--- config.mk ---
export PLATFORM = sky130hd
export DESIGN_NAME = pong_match_ctrl
export DESIGN_NICKNAME = d
export VERILOG_FILES = /design/src/rtl/pong_match_ctrl.sv
export SDC_FILE = /design/constraint.sdc
export NUM_CORES = 1
export LEC_CHECK = 0
export BUFFER_PORTS_ARGS = -buffer_cell sky130_fd_sc_hd__buf_4
export CAP_MARGIN = 20
export CORE_ASPECT_RATIO = 2
export CORE_MARGIN = 8
export CORE_UTILIZATION = 56
export CTS_CLUSTER_DIAMETER = 60
export DETAILED_ROUTE_END_ITERATION = 10
export PLACE_DENSITY = 0.78
export RECOVER_POWER = 25
export SLEW_MARGIN = 20
export SYNTH_ARGS = -nofsm -noshare
export SYNTH_HDL_FRONTEND = slang
export SYNTH_SLANG_ARGS = --single-unit
--- constraint.sdc ---
create_clock -name clk -period 2.3 [get_ports clk]
set_input_delay 0.23 -clock clk [delete_from_list [all_inputs] [get_ports clk]]
set_output_delay 0.23 -clock clk [all_outputs]
set_load 0.1 [all_outputs]
--- src/rtl/pong_match_ctrl.sv ---
// Match-level sequencer for the pong core: attract, serve countdown, play, pause and game over.
// Optional feature macro: PONG_AUTOSTART_EN (idle autostart out of ATTRACT).
module pong_match_ctrl #(
    parameter int WIN_SCORE      = 5,
    parameter int COUNT_STEPS    = 3,
    parameter int STEP_FRAMES    = 60,
    parameter int OVER_FRAMES    = 180,
    parameter int FRAME_DIV      = 1,
    parameter int ATTRACT_FRAMES = 600
) (
    input  logic       clk,
    input  logic       rst_n,
    input  logic       frame_start,
    input  logic       btn_start,
    input  logic [3:0] score_l,
    input  logic [3:0] score_r,
    output logic       tick,
    output logic       core_rst,
    output logic [2:0] state,
    output logic [1:0] countdown,
    output logic [1:0] winner
);

    typedef enum logic [2:0] {
        ST_ATTRACT   = 3'd0,
        ST_COUNTDOWN = 3'd1,
        ST_PLAY      = 3'd2,
        ST_PAUSE     = 3'd3,
        ST_OVER      = 3'd4
    } match_state_t;

    localparam logic [3:0] WIN       = 4'(WIN_SCORE);
    localparam logic [1:0] STEPS     = 2'(COUNT_STEPS);
    localparam logic [9:0] STEP_LAST = 10'(STEP_FRAMES - 1);
    localparam logic [9:0] OVER_LAST = 10'(OVER_FRAMES - 1);
    localparam logic [3:0] DIV_LAST  = 4'(FRAME_DIV - 1);

    match_state_t cur_state, nxt_state;
    logic         sync1, sync2, sync3;
    logic         press;
    logic         auto_start;
    logic [9:0]   frame_cnt, nxt_frame;
    logic [3:0]   div_cnt, nxt_div;
    logic [1:0]   nxt_countdown, nxt_winner;
    logic         nxt_tick;

    // sync1/sync2 form the synchronizer; sync3 only delays sync2 for edge detection
    always_ff @(posedge clk or negedge rst_n) begin
        if (!rst_n) begin
            sync1 <= 1'b0;
            sync2 <= 1'b0;
            sync3 <= 1'b0;
        end else begin
            sync1 <= btn_start;
            sync2 <= sync1;
            sync3 <= sync2;
        end
    end

    assign press = sync2 & ~sync3;

`ifdef PONG_AUTOSTART_EN
    localparam logic [9:0] ATTRACT_LAST = 10'(ATTRACT_FRAMES - 1);
    assign auto_start = frame_start && (frame_cnt == ATTRACT_LAST);
`else
    assign auto_start = 1'b0;
`endif

    always_comb begin
        nxt_state     = cur_state;
        nxt_countdown = countdown;
        nxt_winner    = winner;
        nxt_frame     = frame_start ? frame_cnt + 10'd1 : frame_cnt;
        nxt_div       = div_cnt;
        nxt_tick      = 1'b0;
        case (cur_state)
            ST_ATTRACT: begin
                if (press || auto_start) begin
                    nxt_state     = ST_COUNTDOWN;
                    nxt_countdown = STEPS;
                    nxt_winner    = 2'b00;
                end
            end
            ST_COUNTDOWN: begin
                if (frame_start && frame_cnt == STEP_LAST) begin
                    nxt_frame     = 10'd0;
                    nxt_countdown = countdown - 2'd1;
                    if (countdown == 2'd1) nxt_state = ST_PLAY;
                end
            end
            ST_PLAY: begin
                // win outranks press, and either one swallows a tick due this cycle
                if (score_l >= WIN) begin
                    nxt_state  = ST_OVER;
                    nxt_winner = 2'b01;
                end else if (score_r >= WIN) begin
                    nxt_state  = ST_OVER;
                    nxt_winner = 2'b10;
                end else if (press) begin
                    nxt_state = ST_PAUSE;
                end else if (frame_start) begin
                    if (div_cnt == DIV_LAST) begin
                        nxt_div  = 4'd0;
                        nxt_tick = 1'b1;
                    end else begin
                        nxt_div = div_cnt + 4'd1;
                    end
                end
            end
            ST_PAUSE: begin
                if (press) begin
                    nxt_state     = ST_COUNTDOWN;
                    nxt_countdown = STEPS;
                    nxt_winner    = 2'b00;
                end
            end
            ST_OVER: begin
                if (press || (frame_start && frame_cnt == OVER_LAST)) nxt_state = ST_ATTRACT;
            end
            default: nxt_state = ST_ATTRACT;
        endcase
        if (nxt_state != cur_state) begin
            nxt_frame = 10'd0;
            nxt_div   = 4'd0;
        end
        if (nxt_state != ST_COUNTDOWN) nxt_countdown = 2'd0;
    end

    always_ff @(posedge clk or negedge rst_n) begin
        if (!rst_n) begin
            cur_state <= ST_ATTRACT;
            frame_cnt <= 10'd0;
            div_cnt   <= 4'd0;
            countdown <= 2'd0;
            winner    <= 2'b00;
            tick      <= 1'b0;
            core_rst  <= 1'b1;
        end else begin
            cur_state <= nxt_state;
            frame_cnt <= nxt_frame;
            div_cnt   <= nxt_div;
            countdown <= nxt_countdown;
            winner    <= nxt_winner;
            tick      <= nxt_tick;
            core_rst  <= (nxt_state == ST_ATTRACT);
        end
    end

    assign state = cur_state;

endmodule
== Word-level counts from Yosys, hierarchy flattened ==
Index checks and enable logic that the tools add are counted.

* Bitwise gates (word level): 2
* Eq/ne operators: 16
* Reduce and logical (&&, ||, !) cells: 14
* Multiply operators: 0
* Shift-type cells: 0
* Magnitude comparators: 2
* Add/sub/neg operators: 3
* Mux-type cells: 33
* Div/mod/pow operators: 0

{| class="wikitable"
|+ Operator list
! kind !! number
|-
| $mux W10 || 4
|-
| $mux W4 || 7
|-
| $mux W3 || 7
|-
| $mux W2 || 6
|-
| $pmux W3 S4 || 1
|-
| $add A10 B1 Y10 const B || 1
|-
| $eq A10 B6 Y1 const B || 1
|-
| $eq A10 B8 Y1 const B || 1
|-
| $ge A4 B3 Y1 const B || 2
|-
| $ne A2 B1 Y1 const B || 4
|-
| $pmux W2 S2 || 2
|-
| $eq A3 B2 Y1 const B || 2
|-
| $logic_not A3 Y1 || 2
|-
| $mux W1 || 6
|-
| $ne A3 B1 Y1 const B || 2
|-
| $ne A3 B3 Y1 const B || 2
|-
| $reduce_and A3 Y1 || 2
|-
| $reduce_bool A2 Y1 || 3
|-
| $reduce_and A5 Y1 || 1
|-
| $add A4 B1 Y4 const B || 1
|-
| $logic_not A4 Y1 || 1
|-
| $eq A3 B1 Y1 const B || 1
|-
| $eq A3 B3 Y1 const B || 1
|-
| $ne A3 B3 Y1 || 1
|-
| other kinds (8) || 9
|}

* Memories kept: 0
* Bits in registers: 26
* Bits in latches: 0
* Output and inout port bits: 9
* Memory bits (writable): 0
* Logic and storage cells: 80
* Bits of input ports: 12
* Bits in read-only memories: 0

== Logic depth before layout (Yosys ltp) ==
Gate-level depths: netlist of the first run.

* Depth in word-level cells: 9
* Mapped depth: 7
* Mapped depth without buffers: 6

== Worst setup path after synthesis of the first run ==
Ideal clock, no wire load.

* Kind: register to register
* From: register cur_state[1] (netlist: state[1])
* To: register div_cnt[2]
* Stages on the path, launching flop included: 7
* Data required time: 2.181 ns
* Path slack: -0.222 ns
* Period minus slack after synthesis: 2.522 ns
* Path buffers: 1
* Data arrival time: 2.404 ns
* Cell sequence: dfrtp_1 buf_6 or3b_4 or3_4 nor3_1 mux2i_1 nor2_1

* Word-level cells in the longest chain between the ends: 7
* Elaborated cells between the ends (all ways): 22

{| class="wikitable"
|+ RTL lines
! item !! line !! text
|-
| from (decl) || 38 || <nowiki>match_state_t cur_state, nxt_state;</nowiki>
|-
| from (signal assigned) || 139 || <nowiki>cur_state <= nxt_state;</nowiki>
|-
| $mux W3 || 99 || <nowiki>end else if (press) begin</nowiki>
|-
| $mux W3 || 96 || <nowiki>end else if (score_r >= WIN) begin</nowiki>
|-
| $mux W3 || 93 || <nowiki>if (score_l >= WIN) begin</nowiki>
|-
| $pmux W3 S4 || 76 || <nowiki>case (cur_state)</nowiki>
|-
| $ne A3 B3 Y1 || 122 || <nowiki>if (nxt_state != cur_state) begin</nowiki>
|-
| $ne A2 B1 Y1 (no line) or $reduce_bool A2 Y1 (tied branches) || - ||
|-
| $reduce_and A5 Y1 (no line) || - ||
|-
| to (signal assigned) || 141 || <nowiki>div_cnt <= nxt_div;</nowiki>
|-
| to (decl) || 43 || <nowiki>logic [3:0] div_cnt, nxt_div;</nowiki>
|}

Several ways; a longest one is shown, not always the timed one.
A chain may end at the register's enable or synchronous reset.

== Worst setup path in the final report of the first run ==
* From: register frame_cnt[6]
* To: register frame_cnt[2]

* Word-level cells in the longest chain between the ends: 7
* Elaborated cells between the ends (all ways): 12

{| class="wikitable"
|+ RTL lines
! item !! line !! text
|-
| from (decl) || 42 || <nowiki>logic [9:0] frame_cnt, nxt_frame;</nowiki>
|-
| from (signal assigned) || 140 || <nowiki>frame_cnt <= nxt_frame;</nowiki>
|-
| $eq A10 B8 Y1 || 118 || <nowiki>if (press || (frame_start && frame_cnt == OVER_LAST)) nxt_state = ST_ATTRACT;</nowiki>
|-
| $logic_and A1 B1 Y1 || 118 ||
|-
| $logic_or A1 B1 Y1 || 118 ||
|-
| $mux W3 || 118 ||
|-
| $pmux W3 S4 || 76 ||
|-
| $ne A3 B3 Y1 || 122 ||
|-
| $mux W10 * || 122 ||
|-
| net nxt_frame[2] || 42 ||
|}

The timed path passes the listed nets; every way through them passes the cells marked *.

==> results of run 1 <==
==> power groups by stage <==
stage,Sequential (mW),Clock (mW),Combinational [mW]
2_1_floorplan,0.793,0,0.195
3_3_place_gp,0.619,0,0.471
3_5_place_dp,0.622,0,0.486
4_1_cts,0.615,0.302,0.490
5_1_grt,0.629,0.322,0.518
6_report,0.618,0.291,0.484
==> area by class of cell <==
class | count | area [sq um] | area share (%)
multi-input cells | 104 | 716 | 43.2
flip-flops and latches | 26 | 656 | 39.6
repair buffers | 22 | 164 | 9.90
clock buffers | 4 | 55.1 | 3.33
well taps | 28 | 35.0 | 2.12
inverters | 8 | 30.0 | 1.81
==> layout by cell type (no fill, tap or decap), types with 2 or more instances in the layout <==
cell type  synthesis  layout
dfrtp_1           25      22
buf_4              1      19
nor2_1            13      13
nor3_1            11      11
nand2_1           11      11
inv_1              8       8
o21ai_0            6       6
xor2_1             6       6
nand2b_1           4       4
nand4_1            4       4
xnor2_1            4       4
mux2i_1            4       4
ha_1               4       4
clkbuf_8           0       4
o21a_1             3       3
dfrtp_2            0       3
nor4_1             2       2
nor2b_1            2       2
a21oi_1            2       2
and3_1             2       2
nor3_2             2       2
a31oi_1            2       2
nand3_1            2       2
==> kinds of logic (layout without fill, tap and decap cells) <==
group / count (synthesis) / in the layout
and+or+nand+nor: 67 / 67
adders and majority gates: 4 / 4
muxes: 4 / 4
DFF: 26 / 26
buffers and inverters: 15 / 34
xor gates and xnor gates: 10 / 10
AOI/OAI and AO/OA: 19 / 19
==> per-layer routing <==
layer | vias up | part of all wire (%)
li1 | 543 | -
met1 | 539 | 37
met2 | 27 | 55
met3 | 7 | 4.9
met4 | 0 | 2.6
met5 | - | 0
==> flip-flops by register name, summed over array words and instances, names as in the netlist <==
name and cells:
core_rst 1, countdown 2, div_cnt 4, frame_cnt 10, state 3, sync1 1
sync2 1, sync3 1, tick 1, winner 2
==> path summary, 6_finish.rpt <==
| check | from | end | slack (ps) | depth (start not counted) |
|---|---|---|---|---|
| setup / recovery | frame_cnt[6] | frame_cnt[2] | 190 | 6 |
| hold / removal | btn_start | sync1 | 80 | 1 |
| setup reg to reg | frame_cnt[6] | frame_cnt[2] | 190 | 6 |
| hold reg to reg | sync1 | sync2 | 360 | 0 |
| max in group asynchronous | rst_n | state[1] | 600 | 2 |
| min in group asynchronous | rst_n | frame_cnt[3] | 790 | 2 |
==> repair_timing <==
action                    4_1_cts  5_1_grt
hold buffers                    1        0
hold endpoints to repair       25        0
gates resized for setup         0        0
==> Yosys cell counts, drive strengths merged (2+ instances only) <==
| cell type | n |
|---|---|
| dfrtp | 25 |
| nor3 | 14 |
| nor2 | 13 |
| nand2 | 11 |
| inv | 8 |
| buf | 6 |
| o21ai | 6 |
| xor2 | 6 |
| ha | 4 |
| mux2i | 4 |
| nand2b | 4 |
| nand4 | 4 |
| nor4 | 4 |
| xnor2 | 4 |
| o21a | 3 |
| a21oi | 2 |
| a31oi | 2 |
| and3 | 2 |
| nand3 | 2 |
| nor2b | 2 |
| o211ai | 2 |
==> per-stage QoR <==
| stage | instance area, sq um | cells | setup slack [ps] | utilization, % |
|---|---|---|---|---|
| after CTS | 1660 | 192 | 188 | 66.2 |
| after floorplan | 1460 | 145 | 55.9 | - |
| after global routing | 1660 | 192 | 37.7 | 66.1 |
| final | 1660 | 192 | 185 | 66.1 |
| after detailed placement | 1590 | 187 | 198 | 63.6 |
| after global placement | 1590 | 187 | 315 | 63.6 |
==> impl_results.md, run 1 <==
* Antenna Violating Nets Remaining at 0
* Via density at between 5 and 6
* Synth Area in Simple Gates at between 20 and 30%
* Yosys warnings at 0
* Fin nets at between 150 and 200
* Compound-Gate Fraction of Synth Area at between 9 and 10%
* H-tree depth at 1
* Mapped Area at about 1500 sq um
* Gate Count Post-Synth at ~150
* CP max stage delay at between 500 and 600 ps
* Starting DRT DRC Count at 24
* First-pass GRT wire length at 5200 um
* DPL Wire Length at around 2300 um
* Global routing's busiest layer: met2
* Fin crit period at 2110 ps
* Clock latency on the worst-skew pair at about 270 ps
* Layout cells sized above 1 at a little under a quarter
* Synth top area share at between 40% and 50%
* Final GP Congestion at 0.836
* WP data arrival at ~2300 ps
* Die extent in y at between 80 and 90 um
* ANT cells at 0
* Comb pwr share at 34.8%
* Post-Synth Adder-Cell Area at under 10%
* Min-Delay Path Class: in -> reg
* Final Hold Vio Count at 0
* DRC viols at 0
* Clk_skew at between 6 and 7 ps
* Layout fillers at 200
* Leakage at between 0.7 and 0.8 nW
* Post-synthesis mux area share at 2.76%
* Post-synthesis xor/xnor area fraction at ~6%
* Total global-route track usage at between 10 and 15%
* Largest family of logic cells by synthesized area: simple AND/OR/NAND/NOR gates
* Die area at between 4000 and 5000 sq um
* Syn_nets at 161
* Clock Tree Buf Depth at 2
* Register area share after synthesis at 44.9%
* FFs w/ async S/R, synth at 100%
* Synth-to-layout area growth at 14.0%
* Critical Path, Cell by Cell: or4b_1 > nor4_1 > o41ai_1 > o211ai_2 > buf_4 > nor3_1
* CP endpoint kind: flip-flop
* Setup crit start kind: flip-flop
* Fmax at approximately 470 MHz
* Row count at 26
* RSZ-0062 raised after global routing: false
* Netlist cell types at 45
* Syn Area/Cell at between 10 and 15 sq um
* Outcome: completed
* Pwr Total at approximately 1.4 mW
* Setup_tns at 0 ps
* Crit path max fanout at 14
* Root buffer cell: clkbuf_8
* Clk sinks at 26
* Met1 GRT Util at 13.7%
* CTS tree: built
* Met2 Use GR at a little over a quarter
* Vias in the first global route at between 1,000 and 1,500
* Final setup violation count at 0
* Wire per inst at ~16 um
* Final Cycle Share at approximately nine tenths
* CORE AREA at between 2000 and 3000 sq um
* Worst Path Buf+Inv at 1
* Vias at between 1,000 and 1,500
* Starting density of the core at roughly 58%
* Synth area leader: dfrtp_1
* Clock slew at reported path FFs at ~90 ps
* Int Power at ~0.83 mW
* Clock Power Share at a little over a fifth
* Pwr/cell area at ~840 nW/um^2
* Slowest CP cell: or4b_1
* Number of synthesized flops with an enable pin at 0
* Sw frac at between 40% and 50%
* P_sw at 0.560 mW
* Maximum vdd drop at approximately 0.64 mV
* Max_slew headroom at about 8.0%
* CTS Buf Count at 3
* Max Cap Violations at 0
* DRT Wirelength at between 3000 and 4000 um
* Crit path max-delay family: simple AND/OR/NAND/NOR gates
* First-pass DRT Iterations at 4
* Max-slew violations at 0
* Die Wd at 52.0 um
* # Post-CTS Setup Buffers at 0
* WP data required at about 2500 ps
* Largest net degree at the start of global routing at 27
* Overflow after GRT at 0
* WHS at around 84 ps
* Worst slew pin tran at about 1400 ps
* I/O pin cnt at 21
* PortBufs at 20
* Sequential share of power at between 40% and 50%
* Met3 usage at under 10%
* Top post-synthesis cells by area: dfrtp_1 (43%), nor3_1 (3.8%), xor2_1 (3.6%), ha_1 (3.4%), nor2_1 (3.4%)
* Initial antenna violation count at 0
* Synth Register Bits at 26
* Most used DFF post-synth: dfrtp_1
* Setup CP Type: reg -> reg
(Power assumes the default switching activity.)
==> run 2, diff against run 1 <==
--- a/config.mk
+++ b/config.mk
@@ -13,7 +13,7 @@
 export CTS_CLUSTER_DIAMETER = 60
 export DETAILED_ROUTE_END_ITERATION = 10
 export PLACE_DENSITY = 0.78
-export RECOVER_POWER = 25
+export RECOVER_POWER = 50
 export SLEW_MARGIN = 20
 export SYNTH_ARGS = -nofsm -noshare
 export SYNTH_HDL_FRONTEND = slang
==> run 2 against run 1 <==
Sequential power about the same. Via count unchanged. Count of clock-buffer cells in the layout did not move. Worst setup slack lost 0.89 ps. Power about the same. Die area is the same. Sequential share of layout area grew 0.090 points. Clock skew about the same. Fmax about the same. Non-clock buffer count unchanged. Wire length about the same. Final cell count unchanged. Critical path type unchanged.
==> impl_results.md, run 2 (same netlist as run 1, synthesis figures left out) <==
* Met2 Use GR at 26.5% (unchanged)
* Setup crit start kind: flip-flop (unchanged)
* Comb pwr share at 34.8% (about the same)
* Initial antenna violation count at 0 (unchanged)
* Worst Path Buf+Inv at 1 (unchanged)
* Outcome: completed (unchanged)
* Setup CP Type: reg -> reg (unchanged)
* Clock latency on the worst-skew pair at 270 ps (about the same)
* Setup_tns at 0 ps (unchanged)
* Max reg flops at 10 (unchanged)
* Clk sinks at 26 (unchanged)
* Pwr/cell area at 843 nW/um^2 (was 841 nW/um^2)
* Maximum vdd drop at 0.636 mV (about the same)
* Max_slew headroom at 7.96% (was 7.95%)
* Sw frac at 40.2% (about the same)
* First-pass DRT Iterations at 4 (unchanged)
* Sequential share of power at 44.3% (about the same)
* Die Wd at 52.0 um (unchanged)
* Fin nets at 181 (unchanged)
* Met1 GRT Util at 13.7% (unchanged)
* CTS Buf Count at 3 (unchanged)
* Overflow after GRT at 0 (unchanged)
* Total global-route track usage at 15.0% (unchanged)
* Die area at 4580 sq um (unchanged)
* Fin crit period at 2120 ps (was 2110 ps)
* CTS tree: built (unchanged)
* CP max stage delay at 580 ps (about the same)
* Layout cells sized above 1 at 23.2% (was 23.8%)
* ANT cells at 0 (unchanged)
* Leakage at 0.737 nW (was 0.742 nW)
* H-tree depth at 1 (unchanged)
* Post-DP Area at 1590 sq um (unchanged)
* Crit path max fanout at 14 (unchanged)
* WHS at 84.4 ps (about the same)
* Starting density of the core at 58.0% (unchanged)
* Clk_skew at 6.52 ps (about the same)
* Vias in the first global route at 1,244 (unchanged)
* Vias at 1,116 (unchanged)
* Antenna Violating Nets Remaining at 0 (unchanged)
* CORE AREA at 2500 sq um (unchanged)
* RSZ-0062 raised after global routing: false (unchanged)
* Global routing's busiest layer: met2 (unchanged)
* Min-Delay Path Class: in -> reg (unchanged)
* Final Cycle Share at 92.0% (was 91.9%)
* Design area at 1650 sq um (was 1660 sq um)
* Wire per inst at 16.2 um (about the same)
* Clock slew at reported path FFs at 90 ps (about the same)
* WP data required at 2450 ps (about the same)
* Root buffer cell: clkbuf_8 (unchanged)
* P_sw at 0.560 mW (about the same)
* Via density at 5.81 (unchanged)
* R2R Setup Slk at 180 ps (was 190 ps)
* Fmax at 473 MHz (about the same)
* DRC viols at 0 (unchanged)
* I/O pin cnt at 21 (unchanged)
* Most frequent cells in the layout: dfrtp_1 (22), buf_4 (18), nor2_1 (13) (was dfrtp_1 (22), buf_4 (19), nor2_1 (13))
* Die extent in y at 88.0 um (unchanged)
* # resized after CTS at 0 (unchanged)
* CP endpoint kind: flip-flop (unchanged)
* Final GP Congestion at 0.836 (unchanged)
* Final setup violation count at 0 (unchanged)
* Largest net degree at the start of global routing at 27 (unchanged)
* Int Power at 0.833 mW (about the same)
* WP data arrival at 2260 ps (about the same)
* Clock Tree Buf Depth at 2 (unchanged)
* DRT Wirelength at 3100 um (about the same)
* Synth-to-layout area growth at 13.7% (was 14.0%)
* DPL Wire Length at 2310 um (unchanged)
* Slowest CP cell: or4b_1 (unchanged)
* Pwr Total at 1.39 mW (about the same)
* Largest Register: frame_cnt (unchanged)
* Worst slew pin tran at 1380 ps (about the same)
* Critical Path, Cell by Cell: or4b_1 > nor4_1 > o41ai_1 > o211ai_2 > buf_4 > nor3_1 (unchanged)
* Most common cell after layout, fill and taps aside: dfrtp_1 (unchanged)
* Met3 usage at 4.25% (unchanged)
* Max Cap Violations at 0 (unchanged)
* First-pass GRT wire length at 5200 um (unchanged)
* Row count at 26 (unchanged)
* PortBufs at 20 (unchanged)
* Clock Power Share at 20.9% (about the same)
* Crit path max-delay family: simple AND/OR/NAND/NOR gates (unchanged)
* Max-slew violations at 0 (unchanged)
* Starting DRT DRC Count at 24 (unchanged)
* Final Hold Vio Count at 0 (unchanged)
## run 2: per-layer routing
| layer | vias to the layer above | share of wire [%] |
|---|---|---|
| li1 | 543 | - |
| met5 | - | 0 |
| met3 | 7 | 4.9 |
| met2 | 27 | 55 |
| met4 | 0 | 2.6 |
| met1 | 539 | 37 |
## run 2: worst paths after layout
path / end / start / cells after the start
min: sync1 / btn_start / 1
max reg2reg: frame_cnt[2] / frame_cnt[6] / 6
max: frame_cnt[2] / frame_cnt[6] / 6
min in group asynchronous: frame_cnt[3] / rst_n / 2
min reg2reg: sync2 / sync1 / 0
max in group asynchronous: state[1] / rst_n / 2
## run 2: layout make-up
type,instances,area (sq um)
timing repair buffer,22,160
multi-input combinational,104,716
clock buffer,4,55.1
fill,202,853
sequential,26,656
inverter,8,30.0
tap,28,35.0
## run 2: repair_timing
| item | CTS | global route |
|---|---|---|
| hold buffers | 1 | 0 |
| hold endpoints to repair | 25 | 0 |
| buffers inserted | 0 | 0 |
| endpoints found under the setup margin | 0 | 0 |
## run 2: metrics by stage
stage | std cells | util [%] | setup slack [ps]
3_3_place_gp | 187 | 63.6 | 315
4_1_cts | 192 | 66.2 | 188
6_report | 192 | 65.9 | 185
2_1_floorplan | 145 | - | 55.9
5_1_grt | 192 | 65.9 | 37.7
3_5_place_dp | 187 | 63.6 | 198
## run 2: power groups by stage
stage,logic [mW],clock network [mW],registers (mW)
after detailed placement,0.486,0,0.622
after global routing,0.518,0.322,0.629
after floorplan,0.195,0,0.793
final,0.485,0.291,0.618
after CTS,0.490,0.302,0.615
after global placement,0.471,0,0.619
## run 2: worst reg2reg max path, cell delays in order (launching register included)
cell and delay, ps:
dfrtp_1 430, or4b_1 580, nor4_1 410, o41ai_1 170, o211ai_2 90, buf_4 230, nor3_1 90
==> run 3, diff against run 2 <==
--- a/config.mk
+++ b/config.mk
@@ -7,12 +7,11 @@
 export LEC_CHECK = 0
 export BUFFER_PORTS_ARGS = -buffer_cell sky130_fd_sc_hd__buf_4
 export CAP_MARGIN = 20
-export CORE_ASPECT_RATIO = 2
 export CORE_MARGIN = 8
 export CORE_UTILIZATION = 56
 export CTS_CLUSTER_DIAMETER = 60
 export DETAILED_ROUTE_END_ITERATION = 10
-export PLACE_DENSITY = 0.78
+export PLACE_DENSITY = 0.83
 export RECOVER_POWER = 50
 export SLEW_MARGIN = 20
 export SYNTH_ARGS = -nofsm -noshare
==> run 3 against run 2 <==
Critical path type unchanged. Wire length decreased by 4.7%. Sequential power about the same. Clock skew increased by 1.8 ps. Critical path depth decreased by 1. Largest power group unchanged. Fmax fell by 0.42%. Clock power shrank 21%.
==> impl_results.md, run 3 (same netlist as run 1, synthesis figures left out) <==
* Outcome: completed (unchanged)
* Critical path origin: frame_cnt[6] (unchanged)
* Dpl cells at 188 (was 187)
* P_sw at 0.557 mW (was 0.560 mW)
* DRC viols at 0 (unchanged)
* Vias at 1,172 (was 1,116)
* Pwr/cell area at 804 nW/um^2 (was 843 nW/um^2)
* Clk_skew at 8.34 ps (was 6.52 ps)
* I/O pin cnt at 21 (unchanged)
* Wire per inst at 15.2 um (was 16.2 um)
* Sw frac at 41.5% (was 40.2%)
* Die area at 4480 sq um (was 4580 sq um)
* DPL Wire Length at 2180 um (was 2310 um)
* Max-slew violations at 0 (unchanged)
* Clock Power Share at 17.1% (was 20.9%)
* Crit path max fanout at 10 (was 14)
* Final Hold Vio Count at 0 (unchanged)
* Clock slew at reported path FFs at 140 ps (was 90 ps)
* PortBufs at 20 (unchanged)
* DRT Wirelength at 2960 um (was 3100 um)
* Crit Reg-Reg Startpoint: frame_cnt[6] (unchanged)
* Hold path depth at 4 (was 1)
* Non-Filler Instances at 195 (was 192)
* Clock Tree Buf Depth at 2 (unchanged)
* Setup_tns at 0 ps (unchanged)
* Total global-route track usage at 13.5% (was 15.0%)
* Max Cap Violations at 0 (unchanged)
* Via density at 6.01 (was 5.81)
* Layout cells sized above 1 at 23.0% (was 23.2%)
* Sequential share of power at 45.9% (was 44.3%)
* CORE AREA at 2480 sq um (was 2500 sq um)
* Overflow after GRT at 0 (unchanged)
* Most common cell after layout, fill and taps aside: dfrtp_1 (unchanged)
* WP data arrival at 2350 ps (was 2260 ps)
* Synth-to-layout area growth at 14.7% (was 13.7%)
* Comb pwr share at 37.0% (was 34.8%)
* CTS tree: built (unchanged)
* Starting DRT DRC Count at 77 (was 24)
* Starting density of the core at 58.6% (was 58.0%)
* Pwr Total at 1.34 mW (was 1.39 mW)
* Int Power at 0.783 mW (was 0.833 mW)
* ANT cells at 0 (unchanged)
* R2r endpoint: countdown[0] (was frame_cnt[2])
* Row count at 18 (was 26)
* Max reg flops at 10 (unchanged)
* Final Cycle Share at 92.4% (was 92.0%)
* R2R Setup Slk at 180 ps (about the same)
* Pre-CTS WS at -43.7 ps (was 198 ps)
* Final GP Congestion at 0.804 (was 0.836)
* Vias in the first global route at 1,126 (was 1,244)
* Worst slew pin tran at 1370 ps (was 1380 ps)
* Setup CP Type: reg -> reg (unchanged)
* Fin nets at 182 (was 181)
* Antenna Violating Nets Remaining at 0 (unchanged)
* First-pass GRT wire length at 4770 um (was 5200 um)
* Fmax at 471 MHz (was 473 MHz)
* Reg2Reg Depth at 5 (was 6)
* RSZ-0062 raised after global routing: false (unchanged)
* Clock latency on the worst-skew pair at 320 ps (was 270 ps)
* Min-Delay Path Class: in -> reg (unchanged)
* CP endpoint kind: flip-flop (unchanged)
* Root buffer cell: clkbuf_4 (was clkbuf_8)
* WHS Endpoint: winner[1] (was sync1)
* Final worst slack at 176 ps (was 185 ps)
* Largest Register: frame_cnt (unchanged)
* WP data required at 2530 ps (was 2450 ps)
* Max_slew headroom at 8.44% (was 7.96%)
* Initial antenna violation count at 0 (unchanged)
* H-tree depth at 1 (unchanged)
* Die Wd at 66.9 um (was 52.0 um)
* Die extent in y at 66.9 um (was 88.0 um)
* Largest net degree at the start of global routing at 27 (unchanged)
* Final setup violation count at 0 (unchanged)
* WHS at 183 ps (was 84.4 ps)
* Clk sinks at 26 (unchanged)
* CTS Buf Count at 3 (unchanged)
* Setup crit start kind: flip-flop (unchanged)
* Fin crit period at 2120 ps (about the same)
* First-pass DRT Iterations at 4 (unchanged)
* Leakage at 0.732 nW (was 0.737 nW)
* Hold path start: score_l[3] (was btn_start)
* Most frequent cells in the layout: dfrtp_1 (22), buf_4 (17), nor2_1 (13) (was dfrtp_1 (22), buf_4 (18), nor2_1 (13))
* Maximum vdd drop at 0.830 mV (was 0.636 mV)
## run 3: cell count changes in the layout (fill, tap and decap cells not counted)
cell	delta
clkbuf_4	+3
o211ai_2	-1
clkbuf_8	-3
dlygate4sd3_1	+1
buf_12	+1
o211ai_4	+1
buf_4	-1
## run 3: what timing repair did
action                                  4_1_cts  5_1_grt
resized for setup                             1        0
pin swaps                                     0        1
hold buffers                                  1        1
endpoints found under the setup margin       12        6
hold endpoints to repair                     25        1
setup buffers                                 0        1
## run 3: per-layer routing
layer,GRT usage (%),vias to the layer above,wire length [um]
met5,0,-,0
met4,3.92,0,29
met3,3.52,6,253
met2,23.1,51,1410
met1,16.3,566,1260
li1,-,549,-
## run 3: how the worst max path moves through the flow
stage | to | slack [ps]
after floorplan | div_cnt[2] | 60
after global placement | frame_cnt[0] | 100
after detailed placement | frame_cnt[0] | -40
after CTS | frame_cnt[0] | 90
after global routing | countdown[0] | 60
final | countdown[0] | 180
## run 3: critical path, stage by stage, from the launching register on
cell and delay, ps:
dfrtp_1 460, or4b_1 580, nor4_2 300, and2_1 420, nor3_1 90, a211oi_1 190
## run 3: layout make-up
type | count | area (sq um)
sequential | 26 | 656
timing repair buffer | 23 | 183
clock buffer | 4 | 36.3
fill | 197 | 811
tap | 30 | 37.5
multi-input combinational | 104 | 724
inverter | 8 | 30.0
## run 3: stage by stage
step / util, % / cell area (sq um)
final: 67.3 / 1670
after global routing: 67.3 / 1670
after CTS: 66.4 / 1640
after detailed placement: 64.1 / 1590
after global placement: 64.1 / 1590
after floorplan: - / 1460
## run 3: power groups by stage
| stage | Clock (mW) | Sequential [mW] | Combinational (mW) |
|---|---|---|---|
| floorplan | 0 | 0.793 | 0.195 |
| global placement | 0 | 0.616 | 0.467 |
| finish | 0.230 | 0.615 | 0.496 |
| global route | 0.255 | 0.629 | 0.531 |
| detailed placement | 0 | 0.623 | 0.483 |
| CTS | 0.237 | 0.614 | 0.492 |
